[src/rtl/m6809_pkg.sv]
// Shared widths and arbiter state encoding for the m6809 integration layer.
// Combinational only; no latency.
// No flow control of its own.
package m6809_pkg;

    localparam int ADDR_W = 16;
    localparam int DATA_W = 8;

    // Bus ownership states of the core/DMA arbiter
    typedef enum logic [1:0] {
        ARB_CPU     = 2'd0,
        ARB_HALTREQ = 2'd1,
        ARB_DMA     = 2'd2,
        ARB_RELEASE = 2'd3
    } arb_state_t;

endpackage

[src/rtl/m6809_bus_arbiter.sv]
// Shares the memory bus between the m6809 core and a DMA/debug requester via halt_b handshake.
// Latency: req->halt_b low 1 cycle, halted->gnt 1 cycle, burst end->gnt low/halt_b high 1 cycle.
// Backpressure: core is stalled through halt_b; DMA waits on gnt, bursts capped at MAX_BURST beats.
module m6809_bus_arbiter
    import m6809_pkg::*;
#(
    parameter int MAX_BURST      = 16,
    parameter int MIN_CPU_CYCLES = 4
) (
    input  logic              clk,
    input  logic              reset_b,
    input  logic [ADDR_W-1:0] cpu_addr,
    input  logic [DATA_W-1:0] cpu_dout,
    input  logic              cpu_rw_n,
    input  logic              cpu_halted,
    output logic              cpu_halt_b,
    input  logic              dma_req,
    input  logic [ADDR_W-1:0] dma_addr,
    input  logic [DATA_W-1:0] dma_dout,
    input  logic              dma_rw_n,
    output logic              dma_gnt,
    output logic [ADDR_W-1:0] mem_addr,
    output logic [DATA_W-1:0] mem_dout,
    output logic              mem_rw_n
);

    localparam int BEAT_W = $clog2(MAX_BURST + 1);
    // Keep the cooldown counter at least one bit wide so MIN_CPU_CYCLES=0 still elaborates
    localparam int COOL_W = (MIN_CPU_CYCLES > 0) ? $clog2(MIN_CPU_CYCLES + 1) : 1;
    localparam logic [BEAT_W-1:0] BEAT_LAST = BEAT_W'(MAX_BURST - 1);
    localparam logic [COOL_W-1:0] COOL_INIT = COOL_W'(MIN_CPU_CYCLES);

    arb_state_t        r_state;
    logic [BEAT_W-1:0] r_beat_cnt;
    logic [COOL_W-1:0] r_cool_cnt;

    logic w_dma_sel;
    logic w_halt_b;

    // Ownership FSM with burst-beat and post-release cooldown counters
    always_ff @(posedge clk or negedge reset_b) begin
        if (!reset_b) begin
            r_state    <= ARB_CPU;
            r_beat_cnt <= '0;
            r_cool_cnt <= '0;
        end else begin
            case (r_state)
                ARB_CPU: begin
                    if (r_cool_cnt != '0) begin
                        r_cool_cnt <= r_cool_cnt - 1'b1;
                    end
                    if (dma_req && (r_cool_cnt == '0)) begin
                        r_state <= ARB_HALTREQ;
                    end
                end
                ARB_HALTREQ: begin
                    // The halt ack wins over a withdrawn request: the core is already stopped
                    if (cpu_halted) begin
                        r_state    <= ARB_DMA;
                        r_beat_cnt <= '0;
                    end else if (!dma_req) begin
                        r_state <= ARB_CPU;
                    end
                end
                ARB_DMA: begin
                    if (dma_req) begin
                        r_beat_cnt <= r_beat_cnt + 1'b1;
                        if (r_beat_cnt == BEAT_LAST) begin
                            r_state <= ARB_RELEASE;
                        end
                    end else begin
                        r_state <= ARB_RELEASE;
                    end
                end
                ARB_RELEASE: begin
                    // Wait for the core to actually resume before counting its guaranteed cycles
                    if (!cpu_halted) begin
                        r_state    <= ARB_CPU;
                        r_cool_cnt <= COOL_INIT;
                    end
                end
                default: begin
                    r_state <= ARB_CPU;
                end
            endcase
        end
    end

    // Handshake outputs decoded purely from the registered state
    always_comb begin
        w_dma_sel = (r_state == ARB_DMA);
        w_halt_b  = !((r_state == ARB_HALTREQ) || (r_state == ARB_DMA));
    end

    assign cpu_halt_b = w_halt_b;
    assign dma_gnt    = w_dma_sel;

    // Bus mux; an idle DMA cycle inside a grant is forced to a read so no stray write lands
    always_comb begin
        if (w_dma_sel) begin
            mem_addr = dma_addr;
            mem_dout = dma_dout;
            mem_rw_n = dma_rw_n | ~dma_req;
        end else begin
            mem_addr = cpu_addr;
            mem_dout = cpu_dout;
            mem_rw_n = cpu_rw_n;
        end
    end

endmodule

[config.mk]
export PLATFORM = sky130hd
export DESIGN_NAME = m6809_bus_arbiter
export DESIGN_NICKNAME = d
export VERILOG_FILES = /design/src/rtl/m6809_pkg.sv /design/src/rtl/m6809_bus_arbiter.sv
export SDC_FILE = /design/constraint.sdc
export NUM_CORES = 1
export LEC_CHECK = 0
export BUFFER_PORTS_ARGS = -buffer_cell sky130_fd_sc_hd__buf_2
export CAP_MARGIN = 10
export CELL_PAD_IN_SITES_DETAIL_PLACEMENT = 1
export CELL_PAD_IN_SITES_GLOBAL_PLACEMENT = 2
export CORE_UTILIZATION = 22
export CTS_CLUSTER_DIAMETER = 150
export CTS_CLUSTER_SIZE = 16
export DETAILED_ROUTE_END_ITERATION = 12
export PLACE_DENSITY_LB_ADDON = 0.1
export SYNTH_ARGS = -nofsm -noshare
export SYNTH_HDL_FRONTEND = slang
export SYNTH_SLANG_ARGS = --single-unit
[constraint.sdc]
create_clock -name clk -period 4.9 [get_ports clk]
set_input_delay 0.98 -clock clk [delete_from_list [all_inputs] [get_ports clk]]
set_output_delay 0.98 -clock clk [all_outputs]
set_load 0.1 [all_outputs]
==> qor.yml <==
status: "complete, no violations"
postCtsResizedCells: 0
grt_pass1_wl_um: 5860
fp.dieW_um: 70.0
core_um2: 4380
cts_buffers: 3
cp.arrival_ps: 2450
die_area_um2: 4890
fin_tns_setup_ps: 0
grt_pass1_vias: 1227
avgSynthCellArea_um2: 9.77
cts_setup_buffers: 0
dp.final_hpwl_um: 2890
grt_overflow: 0
max_clock_freq_mhz: 292
instances_no_fill: 236
maxCapViolCount: 0
post_drt_wl_per_cell_um: 14.6
hp-class: "register to register"
power.ir.vdd_worst_v: 0.000189
p_leak_nw: 0.804
period_share_pct: 69.9
dr.max_layer_used: "met4"
synth_nets: 166
wl_um: 3460
worstPathMaxFanout: 28
via_per_inst: 4.69
ys_warn_count: 0
relSlewSlack_pct: 20.7
synthCells: 104
netlist_area_um2: 1020
post-route-drc-count: 0
dp_cells: 232
htreeDepth: 1
rows: 24
antenna_found_initial: 0
vias: 1108
cts_root_buf: "clkbuf_8"
nets: 247
layout_commonest_cell: "buf_2"
setup_viol: 0
final_hold_viol_count: 0
gp_congestion: 0.750
final_core_util_pct: 34.5
cellPowerDensity_nw_per_um2: 615
drt_iter0_drc: 8
grt_max_degree: 29
rsz0062_at_grt: "no"
clock_latency_ps: 240
wl_met3_um: 261
yosysUniqueCellTypes: 30
final_cell_mix: "buf_2 (80), mux2_1 (22), dfrtp_1 (10)"
finalCriticalPeriod_ps: 3430
io_pins: 81
drv_slew: 0
cts.clk_slew.worst_paths_ps: 50
layout-drive-gt1-share_pct: 50.5
crit_type: "register to output port"
cts_sinks: 10
crit_required_ps: 3920
wl_met2_um: 1820
ys_ff_latch: 10
area_delta_synth_final_pct: 48.9
die_h_um: 70.0
drt-met1-wl_um: 1360
postCtsHoldBufs: 0
antenna_cells: 0
cts_buffer_depth: 2
worst_pin_slew_ps: 1190
startpoint_type: "register"
dr.pass1.iters: 5
clock-skew-final_ps: 3.12
start_util_pct: 23.2
grt_usage_pct: 14.6
cts_tree: "built"
final_antenna_net_count: 0
end_kind: "output port"
port_buffers: 80
yosysSeqAreaShare_pct: 24.6
## registers in the layout, indices dropped and copies added, names as in the netlist, named ones only
signal / count
r_beat_cnt: 5
r_cool_cnt: 3
r_state: 1
## critical path: stages (launching register included)
cell and delay, ps:
dfrtp_1 420, inv_1 100, ha_1 950, mux2_2 310, buf_2 420
## stage by stage
stage	area (µm²)	hold WS, ps	worst slack, ps	total power [mW]
final	1510	498	1470	0.931
after global routing	1510	550	1270	0.984
after CTS	1510	507	1440	0.941
after detailed placement	1460	498	1660	0.833
after global placement	1460	487	1760	0.822
after floorplan	1020	473	1440	0.718
## metal layers
metal  vias up  global-route usage, %
met4         0                   3.33
met5         -                      0
li1        538                      -
met1       515                   16.3
met3         2                   2.89
met2        53                   28.1
## cell type report
cell class                      instances  area [µm²]
Clock buffer                            4        55.1
Fill cell                             539        2870
Inverter                                8        30.0
Multi-Input combinational cell         81         704
Sequential cell                        10         250
Tap cell                               52        65.1
Timing Repair Buffer                   81         408
## synth_stat cells
cell,number,area (µm²)
nand3_1,4,20.0
nor2b_1,1,6.26
nand2_1,8,30.0
nand4_1,1,6.26
mux2_2,2,22.5
o22a_1,1,8.76
a21oi_1,3,15.0
mux2i_1,1,10.0
nor2_1,1,3.75
o21ai_0,1,5.00
buf_6,1,11.3
and3_1,1,6.26
mux2_1,22,248
inv_1,8,30.0
o21bai_1,1,7.51
a21boi_2,1,11.3
o21ai_2,2,17.5
a31oi_1,2,12.5
o21ai_1,3,15.0
dfrtp_1,10,250
buf_2,4,20.0
a22o_1,6,52.6
o22ai_1,1,6.26
nor3_1,2,10.0
nand3b_4,1,20.0
o31ai_1,1,7.51
ha_1,8,100
nor2b_4,2,27.5
nand2b_1,2,12.5
a21o_1,3,22.5
## worst paths after layout
check	from	endpoint	slack, ps	cells past startpoint
setup / recovery	r_state[0]$_DFFE_PN0P_	mem_addr[11]	1470	4
max in group asynchronous	reset_b	r_cool_cnt[0]$_DFFE_PN0P_	4080	1
min in group asynchronous	reset_b	r_beat_cnt[4]$_DFFE_PN0P_	610	1
setup reg to reg	r_state[0]$_DFFE_PN0P_	register	2490	7
hold / removal	r_beat_cnt[4]$_DFFE_PN0P_	r_beat_cnt[4]$_DFFE_PN0P_	500	1
hold reg to reg	r_beat_cnt[4]$_DFFE_PN0P_	r_beat_cnt[4]$_DFFE_PN0P_	500	1
## logic make-up (layout without fill, tap and decap cells)
family / count (synthesis) / after routing / share of synthesized area, %
AND/OR/NAND/NOR: 23 / 23 / 14.0
multiplexers: 25 / 25 / 27.6
adder cells (fa/ha/maj): 8 / 8 / 9.85
flip-flops: 10 / 10 / 24.6
buffers and inverters: 13 / 93 / 6.03
AO/OA/AOI/OAI: 25 / 25 / 17.9
## report_power, final
part	switching (mW)	total, mW	leakage, nW	internal (mW)
registers	0.0262	0.133	0.131	0.107
clock network	0.0348	0.106	0.0288	0.0708
logic	0.512	0.692	0.644	0.180
total	0.573	0.931	0.804	0.357
(Power assumes the default switching activity.)
